[src/rtl/multi_obstacle_logic.sv]
// Game-state and collision engine for flappy: checks NUM_PIPES pipes plus the floor every cycle,
// scores pipes the bird has cleared and tracks the best score since reset.
module multi_obstacle_logic #(
    parameter int NUM_PIPES = 4,
    parameter int COORD_W   = 10,
    parameter int MARGIN    = 0,
    parameter int LOSE_HOLD = 1600,
    parameter int SCORE_W   = 8,
    localparam int IDX_W    = $clog2(NUM_PIPES + 1)
) (
    input  logic                           Clk,
    input  logic                           reset_n,
    input  logic                           Start,
    input  logic                           Ack,
    input  logic [COORD_W-1:0]             Bird_X_L,
    input  logic [COORD_W-1:0]             Bird_X_R,
    input  logic [COORD_W-1:0]             Bird_Y_T,
    input  logic [COORD_W-1:0]             Bird_Y_B,
    input  logic [NUM_PIPES*COORD_W-1:0]   Pipe_X_L,
    input  logic [NUM_PIPES*COORD_W-1:0]   Pipe_X_R,
    input  logic [NUM_PIPES*COORD_W-1:0]   Gap_Y_T,
    input  logic [NUM_PIPES*COORD_W-1:0]   Gap_Y_B,
    input  logic [NUM_PIPES-1:0]           Pipe_Valid,
    input  logic [COORD_W-1:0]             Floor_Y,
    output logic                           Q_Initial,
    output logic                           Q_Check,
    output logic                           Q_Lose,
    output logic [SCORE_W-1:0]             Score,
    output logic [SCORE_W-1:0]             High_Score,
    output logic                           Score_Pulse,
    output logic [IDX_W-1:0]               Hit_Idx
);

    localparam int AW    = COORD_W + 1;
    localparam int CNT_W = $clog2(LOSE_HOLD + 1);
    localparam int SUM_W = SCORE_W + IDX_W;
    localparam logic [AW-1:0]      MARGIN_V  = AW'(MARGIN);
    localparam logic [SCORE_W-1:0] SCORE_MAX = '1;
    localparam logic [CNT_W-1:0]   HOLD_V    = CNT_W'(LOSE_HOLD);

    typedef enum logic [2:0] {
        Q_INITIAL = 3'b001,
        Q_CHECK   = 3'b010,
        Q_LOSE    = 3'b100
    } state_t;

    state_t state, state_nxt;

    logic [SCORE_W-1:0]   score, high_score;
    logic                 score_pulse;
    logic                 hit_r;
    logic [IDX_W-1:0]     hit_idx;
    logic [NUM_PIPES-1:0] passed;
    logic [CNT_W-1:0]     lose_cnt;

    logic [COORD_W-1:0]   pxl [NUM_PIPES];
    logic [COORD_W-1:0]   pxr [NUM_PIPES];
    logic [COORD_W-1:0]   gyt [NUM_PIPES];
    logic [COORD_W-1:0]   gyb [NUM_PIPES];

    logic [AW-1:0]        bxl, bxr, byt, byb;
    logic [NUM_PIPES-1:0] hit, pass, passed_nxt;
    logic                 hit_floor, any_hit, count_en;
    logic [IDX_W-1:0]     hit_idx_c, pass_cnt;
    logic [SUM_W-1:0]     score_sum;
    logic [SCORE_W-1:0]   score_nxt;

    // Near edges grow by the margin, far edges shrink and clamp at zero instead of wrapping.
    function automatic logic [AW-1:0] shrink_lo(input logic [COORD_W-1:0] v);
        return AW'(v) + MARGIN_V;
    endfunction

    function automatic logic [AW-1:0] shrink_hi(input logic [COORD_W-1:0] v);
        return (AW'(v) >= MARGIN_V) ? AW'(v) - MARGIN_V : '0;
    endfunction

    assign bxl = shrink_lo(Bird_X_L);
    assign bxr = shrink_hi(Bird_X_R);
    assign byt = shrink_lo(Bird_Y_T);
    assign byb = shrink_hi(Bird_Y_B);

    always_comb begin
        for (int i = 0; i < NUM_PIPES; i++) begin
            pxl[i] = Pipe_X_L[i*COORD_W +: COORD_W];
            pxr[i] = Pipe_X_R[i*COORD_W +: COORD_W];
            gyt[i] = Gap_Y_T[i*COORD_W +: COORD_W];
            gyb[i] = Gap_Y_B[i*COORD_W +: COORD_W];
        end
    end

    // NOTE: every variable gets a default before any branch so no latch is inferred.
    always_comb begin
        hit        = '0;
        pass       = '0;
        passed_nxt = '0;
        pass_cnt   = '0;
        hit_idx_c  = IDX_W'(NUM_PIPES);
        hit_floor  = (byb >= AW'(Floor_Y));
        for (int i = 0; i < NUM_PIPES; i++) begin
            hit[i] = Pipe_Valid[i] && (bxr > AW'(pxl[i])) && (bxl < AW'(pxr[i])) &&
                     ((byt <= AW'(gyt[i])) || (byb >= AW'(gyb[i])));
        end
        for (int i = NUM_PIPES - 1; i >= 0; i--) begin
            if (hit[i]) hit_idx_c = IDX_W'(i);
        end
        any_hit  = (|hit) || hit_floor;
        count_en = !hit_r && !any_hit;
        for (int i = 0; i < NUM_PIPES; i++) begin
            pass[i]       = Pipe_Valid[i] && !passed[i] && (Bird_X_L > pxr[i]) && count_en;
            passed_nxt[i] = Pipe_Valid[i] && (Bird_X_L > pxr[i]) && (passed[i] || count_en);
            pass_cnt      = pass_cnt + IDX_W'(pass[i]);
        end
        score_sum = SUM_W'(score) + SUM_W'(pass_cnt);
        score_nxt = (score_sum > SUM_W'(SCORE_MAX)) ? SCORE_MAX : score_sum[SCORE_W-1:0];
    end

    // NOTE: sequential state uses non-blocking assignments so every register samples pre-edge values.
    always_ff @(posedge Clk or negedge reset_n) begin
        if (!reset_n) state <= Q_INITIAL;
        else          state <= state_nxt;
    end

    always_comb begin
        state_nxt = state;
        case (state)
            Q_INITIAL: if (Start) state_nxt = Q_CHECK;
            Q_CHECK:   if (hit_r) state_nxt = Q_LOSE;
            Q_LOSE:    if (Ack && (lose_cnt >= HOLD_V)) state_nxt = Q_INITIAL;
            default:   state_nxt = Q_INITIAL;
        endcase
    end

    // NOTE: the small passed[] vector is reset with everything else; it gates scoring right after reset.
    always_ff @(posedge Clk or negedge reset_n) begin
        if (!reset_n) begin
            score       <= '0;
            high_score  <= '0;
            score_pulse <= 1'b0;
            hit_r       <= 1'b0;
            hit_idx     <= '0;
            passed      <= '0;
            lose_cnt    <= '0;
        end else begin
            score_pulse <= 1'b0;
            lose_cnt    <= '0;
            case (state)
                Q_INITIAL: begin
                    if (Start) begin
                        score  <= '0;
                        passed <= '0;
                        hit_r  <= 1'b0;
                    end
                end
                Q_CHECK: begin
                    if (!hit_r && any_hit) begin
                        hit_r   <= 1'b1;
                        hit_idx <= hit_idx_c;
                    end
                    if (hit_r && (score > high_score)) high_score <= score;
                    passed      <= passed_nxt;
                    score       <= score_nxt;
                    score_pulse <= (score_nxt != score);
                end
                Q_LOSE: begin
                    if (state_nxt == Q_LOSE)
                        lose_cnt <= (lose_cnt < HOLD_V) ? lose_cnt + 1'b1 : lose_cnt;
                end
                default: ;
            endcase
        end
    end

    assign Q_Initial   = (state == Q_INITIAL);
    assign Q_Check     = (state == Q_CHECK);
    assign Q_Lose      = (state == Q_LOSE);
    assign Score       = score;
    assign High_Score  = high_score;
    assign Score_Pulse = score_pulse;
    assign Hit_Idx     = hit_idx;

endmodule
[config.mk]
export PLATFORM = sky130hd
export DESIGN_NAME = multi_obstacle_logic
export DESIGN_NICKNAME = d
export VERILOG_FILES = /design/src/rtl/multi_obstacle_logic.sv
export SDC_FILE = /design/constraint.sdc
export NUM_CORES = 1
export LEC_CHECK = 0
export CAP_MARGIN = 20
export CELL_PAD_IN_SITES_DETAIL_PLACEMENT = 1
export CELL_PAD_IN_SITES_GLOBAL_PLACEMENT = 1
export CORE_UTILIZATION = 33
export DETAILED_ROUTE_END_ITERATION = 8
export GPL_ROUTABILITY_DRIVEN = 0
export PLACE_DENSITY_LB_ADDON = 0.1
export SLEW_MARGIN = 10
export SYNTH_ARGS = -nofsm -noshare
export SYNTH_HDL_FRONTEND = slang
export SYNTH_SLANG_ARGS = --single-unit
[constraint.sdc]
create_clock -name Clk -period 4.4 [get_ports Clk]
set_clock_uncertainty 0.1 [all_clocks]
set_input_delay 0.88 -clock Clk [delete_from_list [all_inputs] [get_ports Clk]]
set_output_delay 0.88 -clock Clk [all_outputs]
set_load 0.02 [all_outputs]
==> results of run 1 <==
==> worst paths after layout <==
check,start,end,slack [ns],depth (start not counted)
hold / removal,Hit_Idx[1]$_DFFE_PN0P_,Hit_Idx[1]$_DFFE_PN0P_,0.40,1
min in group asynchronous,reset_n,lose_cnt[0]$_DFFE_PN0P_,0.63,1
hold reg to reg,Hit_Idx[1]$_DFFE_PN0P_,Hit_Idx[1]$_DFFE_PN0P_,0.40,1
setup / recovery,Gap_Y_T[5],Score_Pulse$_DFF_PN0_,-0.85,20
setup reg to reg,hit_r$_DFFE_PN0P_,Score_Pulse$_DFF_PN0_,1.19,10
max in group asynchronous,reset_n,High_Score[2]$_DFFE_PN0P_,3.01,1
==> area by class of cell <==
type	count	area (um^2)	share of cell area, %
diodes	6	15.01	0.1249
clock buffers	8	156.4	1.301
inverters	189	742.0	6.171
multi-input cells	565	6636	55.20
flip-flops and latches	39	977.2	8.128
well taps	234	292.8	2.435
repair buffers	363	3203	26.64
==> layer usage <==
metal	up-vias	global-route usage, %	wire length [um]
met5	-	0	9
met4	2	9.153	563
met3	41	3.635	961
met2	185	51.37	15540
met1	3591	30.91	11520
li1	3526	-	-
==> where the power goes <==
part	switching, W	internal [W]	total [W]
Combinational	0.000685	0.000696	0.00138
Sequential	0.0000419	0.000406	0.000448
Clock	0.000143	0.000241	0.000385
==> through the flow <==
stage	instances	worst slack, ns	hold WS (ns)	total power [W]	instance area, um^2
2_1_floorplan	798	-0.6658	0.3674	0.0009820	6555
3_3_place_gp	1349	-1.543	0.3630	0.001493	9834
3_5_place_dp	1349	-1.596	0.3726	0.001524	9834
4_1_cts	1380	-0.6792	0.3832	0.002082	11520
5_1_grt	1403	-1.008	0.4255	0.002359	12020
6_report	1404	-0.8494	0.4001	0.002213	12020
==> logic make-up (layout without fill, tap and decap cells) <==
family	Yosys count	count (layout)	synth area share, %
DFF	39	39	15.39
and+or+nand+nor	178	178	14.84
adders and majority gates	184	184	36.61
xor gates and xnor gates	7	7	0.9655
AOI/OAI and AO/OA	187	187	19.13
other	0	6	0
muxes	9	9	1.576
buffers and inverters	194	560	11.49
==> synth_stat cells (2+ instances only) <==
master     instances  share of area (%)
ha_1             181                 36
and4_1             8                1.1
o211ai_1           4               0.47
inv_1            189                 11
or4_1              3               0.35
fa_1               3               0.95
and3_1             5               0.49
o2111ai_1          3               0.41
nor3_1             6               0.47
nand2b_1          12                1.2
dfrtp_1           38                 15
nand4_1           26                2.6
nand3b_1           3               0.35
or3_1              2               0.20
o21a_1             6               0.71
xor2_1             5               0.69
a21o_1            27                3.2
o21ai_1            2               0.16
a311oi_1           2               0.28
a2111oi_0          4               0.55
mux2_2             8                1.4
o21ai_0           34                2.7
a21oi_1           62                4.9
o22ai_1            2               0.20
clkbuf_1           4               0.24
a31oi_1            2               0.20
nand3_1           19                1.5
a211oi_1          14                1.7
nor3b_1            2               0.24
and2_1             2               0.20
o31ai_1            6               0.71
nand2_1           39                2.3
nor2_1            35                2.1
o211a_1            2               0.32
nor2b_1           11                1.1
xnor2_1            2               0.28
==> sequential cells by signal, summed over array words and instances (netlist names) <==
register and count:
lose_cnt 11, state 3, Score_Pulse 1, Score 8, Hit_Idx 3, hit_r 1, High_Score 8, passed 4
==> critical path, stage by stage <==
cell	delay, ns
clkdlybuf4s15_1	0.21
inv_2	0.09
ha_4	0.20
nand4_1	0.23
nor3_2	0.11
a211oi_2	0.30
o41ai_4	0.17
o2111ai_4	0.25
nand4_4	0.13
or2_4	0.27
or4_4	0.51
fa_1	0.46
fa_2	0.35
inv_2	0.07
fa_1	0.44
xor2_1	0.16
nor2_1	0.18
nand4_1	0.10
o21ai_1	0.14
a21oi_1	0.06
==> timing repair <==
| item | 4_1_cts | 5_1_grt |
|---|---|---|
| pin swaps | 163 | 97 |
| endpoints found under the setup margin | 9 | 9 |
| setup buffers | 26 | 18 |
| gates resized for setup | 580 | 135 |
==> impl_results.md, run 1 <==
- Status: finished, violations left
- Distinct cells, synth: slightly above 60
- Nets: 1565
- Input/output buffers: 240
- Rows: 50
- Max clock buf depth: 2
- Commonest non-fill, non-tap cell in the layout: ha_4
- WP data required: ~4.5 ns
- Async SR Flop Fraction: between 90% and 100%
- Number of fill cells: roughly 2100
- DR vias/cell: 5.231
- Initial Util: 33.83%
- Final wirelength: 28590 um
- # hold bufs at CTS: 0
- Core area: between 15000 and 20000 um^2
- First-pass GRT wire length: between 40000 and 50000 um
- IO Pins: around 240
- Detail Route Antenna Nets: 0
- Mapped Area: 6350 um^2
- Worst Tran Pin Value: between 0.9 and 1 ns
- Clock Latency Late Sink: roughly 0.28 ns
- Final core utilization: around 64%
- TritonCTS clock tree: built
- Fmax: approximately 190 MHz
- Post-synth EDFFs: 0
- PD cells: between 150 and 200 nW/um^2
- GR Util All Layers: between 20% and 30%
- Initial drt markers: ~180
- Initial antenna violation count: 6
- Drt pass-1 iters: 4
- Die W: 140.7 um
- DR vias: between 7000 and 8000
- Fin. Hold Viols: 0
- Worst-path clk slew: 0.06 ns
- Avg Cell Area, Syn: just under 8 um^2
- Commonest cells after routing, fill and taps aside: ha_4 (112), buf_4 (105), inv_2 (95)
- Avg WL per Cell: slightly above 20 um
- Overflow after GRT: 0
- CTS H-tree depth: 2
- Ys Warns: 0
- Register area share after synthesis: roughly 15%
- Worst setup margin: -0.8494 ns
- Primary FF master, synth: dfrtp_1
- Synth Instances: approximately 800
- Peak VDD IR: roughly 0.16 mV
- Hold Path Class: register to register
- Worst path arrival time: approximately 5.3 ns
- Max_cap viols: 0
- Crit end category: register
- CTS buffer count: 5
- Slew HR: around two fifths
- DRC errors left: 0
- Fin crit share: 119.3%
- RSZ-0062 raised after global routing: true
- Die height: approximately 140 um
- Root buffer cell: clkbuf_16
- Synth-to-Final Area Change: 89.34%
- Critical path type: input pin to register
- Hpwl dp: about 19000 um
- Final min period: 5.249 ns
- Number of global-route vias before repair: between 8000 and 9000
- CP Launch Type: input pin
- Syn Nets: between 1000 and 1500
- Setup Total Neg Slack: -6.220 ns
- Die area: ~20000 um^2
- Failing checks: setup timing
- Endpoints failing setup: 9
- Final Slew Violations: 0
- Share of cells above drive strength 1: 43.47%
- Crit path max fanout: 2
- Largest net degree at the start of global routing: 40
- CTS sink cnt: 39
- Leak: ~5.7 nW
- #FFs+latches synth: 39
No activity file was read; power rests on OpenSTA's default activity.
==> inputs of run 2 (changes only) <==
==> constraint.sdc (replaced) <==
create_clock -name Clk -period 6 [get_ports Clk]
set_clock_uncertainty 0.1 [all_clocks]
set_input_delay 1.2 -clock Clk [delete_from_list [all_inputs] [get_ports Clk]]
set_output_delay 1.2 -clock Clk [all_outputs]
set_load 0.02 [all_outputs]
==> run 2 against run 1 <==
Against the previous run:
- the run now ends clean
- wire length decreased by 26%
- hold slack improved by 0.0070 ns
- via count decreased by 9.2%
- first-iteration DRC count decreased by 14%
- clock-buffer cell count decreased by 1
- die area unchanged
- flip-flop and latch count unchanged
- non-clock buffer count decreased by 55
- register-to-register slack improved by 1.5 ns
- global-route usage decreased by 5.6 points
- critical path depth increased by 1
- largest cell class unchanged
==> impl_results.md, run 2 (synthesis gave the netlist of run 1 again) <==
- Critical path type: input pin to register
- Crit path max fanout: 2
- Worst path arrival time: 5.93 ns
- Number of global-route vias before repair: roughly 7200
- First-pass GRT wire length: 34330 um
- # hold bufs at CTS: 0
- Reg with most FFs: lose_cnt
- Slew HR: between 30% and 40%
- DR WL met2: 10550 um
- Metal-1 WL: 9490 um
- IO Pins: roughly 240
- TritonCTS clock tree: built
- CTS H-tree depth: 2
- Initial Util: roughly a third
- R2r endpoint: Score_Pulse$_DFF_PN0_
- CP Launch Type: input pin
- GR Util All Layers: 21.46%
- Top Metal Used: met4
- Post-route design area: between 9000 and 10000 um^2
- Final Slew Violations: 0
- CTS sink cnt: 39
- Root buffer cell: clkbuf_16
- PD cells: about 140 nW/um^2
- DR vias/cell: just under 5
- Max_cap viols: 0
- Status: complete, no violations
- Commonest non-fill, non-tap cell in the layout: clkdlybuf4s50_1
- DR vias: between 6000 and 7000
- Hpwl dp: 18610 um
- Met3 WL post-DR: ~880 um
- Fin crit share: 98.01%
- R2r worst-path depth: 10
- Hold depth: 1
- Core area: between 15000 and 20000 um^2
- Worst hold endpoint: Hit_Idx[1]$_DFFE_PN0P_
- Leak: between 5 and 6 nW
- Die height: roughly 140 um
- Input/output buffers: 240
- Largest net degree at the start of global routing: 40
- Commonest cells after routing, fill and taps aside: clkdlybuf4s50_1 (225), inv_1 (188), ha_1 (176)
- FF-to-FF Start: hit_r$_DFFE_PN0P_
- Overflow after GRT: 0
- WP data required: 6.05 ns
- Endpoints failing setup: 0
- Crit end category: register
- Min Hold Slack: just over 0.4 ns
- Hold Path Class: register to register
- Drt pass-1 iters: 4
- Share of cells above drive strength 1: between 10 and 15%
- Avg WL per Cell: between 15 and 20 um
- Rows: 50
- Placed cell area: roughly 9500 um^2
- Detail Route Antenna Nets: 0
- Worst Tran Pin Value: a little under 1 ns
- R2R Setup Slk: 2.71 ns
- Initial drt markers: 157
- Peak VDD IR: 0.09604 mV
- CTS buffer count: 5
- Synth-to-Final Area Change: 56.18%
- Max reg flops: 11
- Worst-path clk slew: ~0.060 ns
- Final wirelength: approximately 21000 um
- Fin. Hold Viols: 0
- DRC errors left: 0
- Die area: just under 20000 um^2
- Initial antenna violation count: 4
- Hold_sp: Hit_Idx[1]$_DFFE_PN0P_
- Clock Latency Late Sink: about 0.28 ns
- Die W: roughly 140 um
- Max clock buf depth: 2
- Fmax: between 150 and 200 MHz
- Nets: about 1500
- Final min period: ~5.9 ns
run 2: cell types whose count changed in the layout (fill, tap and decap cells not counted), moves of 16 or more:
cell | previous run | this run
a21oi_2 | 24 | 6
ha_4 | 112 | 5
inv_2 | 95 | 1
buf_6 | 29 | 0
clkdlybuf4s15_1 | 16 | 0
dlygate4sd2_1 | 88 | 5
inv_1 | 88 | 188
buf_2 | 23 | 1
ha_1 | 62 | 176
clkdlybuf4s50_1 | 61 | 225
a21oi_1 | 37 | 56
buf_4 | 105 | 68
run 2: how the worst max path moves through the flow:
stage                                  endpoint        start
after floorplan           Score_Pulse$_DFF_PN0_  Gap_Y_T[14]
after global placement    Score_Pulse$_DFF_PN0_  Bird_Y_T[1]
after detailed placement  Score_Pulse$_DFF_PN0_  Bird_Y_T[1]
after CTS                 Score_Pulse$_DFF_PN0_  Gap_Y_T[34]
after global routing      Score_Pulse$_DFF_PN0_  Gap_Y_T[13]
final                     Score_Pulse$_DFF_PN0_  Gap_Y_T[13]
run 2: repair_timing:
| action | in CTS | in global routing |
|---|---|---|
| gates resized for setup | 16 | 40 |
| setup buffers | 1 | 4 |
| endpoints found under the setup margin | 1 | 3 |
| pin swaps | 12 | 28 |
run 2: per-layer routing:
layer | vias up | GRT usage, %
met2 | 158 | 38.99
met5 | - | 0
met1 | 3085 | 26.46
met3 | 18 | 3.193
met4 | 0 | 5.092
li1 | 3407 | -
run 2: layout make-up:
type                            count  area, um^2
Antenna cell                        4       10.01
Clock buffer                        7       132.6
Clock inverter                      1       5.005
Fill cell                        2297        8851
Inverter                          189       709.4
Multi-Input combinational cell    565        4866
Sequential cell                    39       977.2
Tap cell                          234       292.8
Timing Repair Buffer              308        2924
run 2: power by group:
part	internal (W)	switching (W)	total, W
Combinational	0.000409	0.000378	0.000788
Sequential	0.000298	0.0000311	0.000329
Clock	0.000154	0.000101	0.000255
Total	0.000861	0.000510	0.00137
run 2: worst max-delay path, stage by stage:
cell and delay [ns]:
clkdlybuf4s50_1 0.46, inv_1 0.05, ha_1 0.29, nand3_1 0.08, a21boi_0 0.26, o31ai_2 0.12, a2111oi_2 0.30, buf_4 0.19
or3_4 0.13, nand4_2 0.09, or2_1 0.25, or4_4 0.49, fa_1 0.51, fa_2 0.37, inv_2 0.07, fa_1 0.45
xor2_1 0.19, nor2_1 0.14, nand4_1 0.11, o21ai_1 0.14, a21oi_1 0.06
run 2: per-stage QoR:
stage               worst slack [ns]  cells  setup TNS, ns   power, W  utilization (%)
finish                        0.1196   1347              0   0.001371            52.84
global route                -0.05680   1347       -0.05680   0.001485            52.84
CTS                          0.03104   1339              0   0.001362            51.45
detailed placement           -0.4708   1330         -1.331   0.001085            50.58
global placement             -0.3533   1330        -0.7763   0.001064            50.58
floorplan                     0.4113    798              0  0.0007034                -
==> inputs of run 3 (changes only) <==
--- a/config.mk
+++ b/config.mk
@@ -5,6 +5,7 @@
 export SDC_FILE = /design/constraint.sdc
 export NUM_CORES = 1
 export LEC_CHECK = 0
+export ABC_CLOCK_PERIOD_IN_PS = 6000
 export CAP_MARGIN = 20
 export CELL_PAD_IN_SITES_DETAIL_PLACEMENT = 1
 export CELL_PAD_IN_SITES_GLOBAL_PLACEMENT = 1
==> results of run 3 <==
Final layout, timing and power as in run 2 (identical DEF).
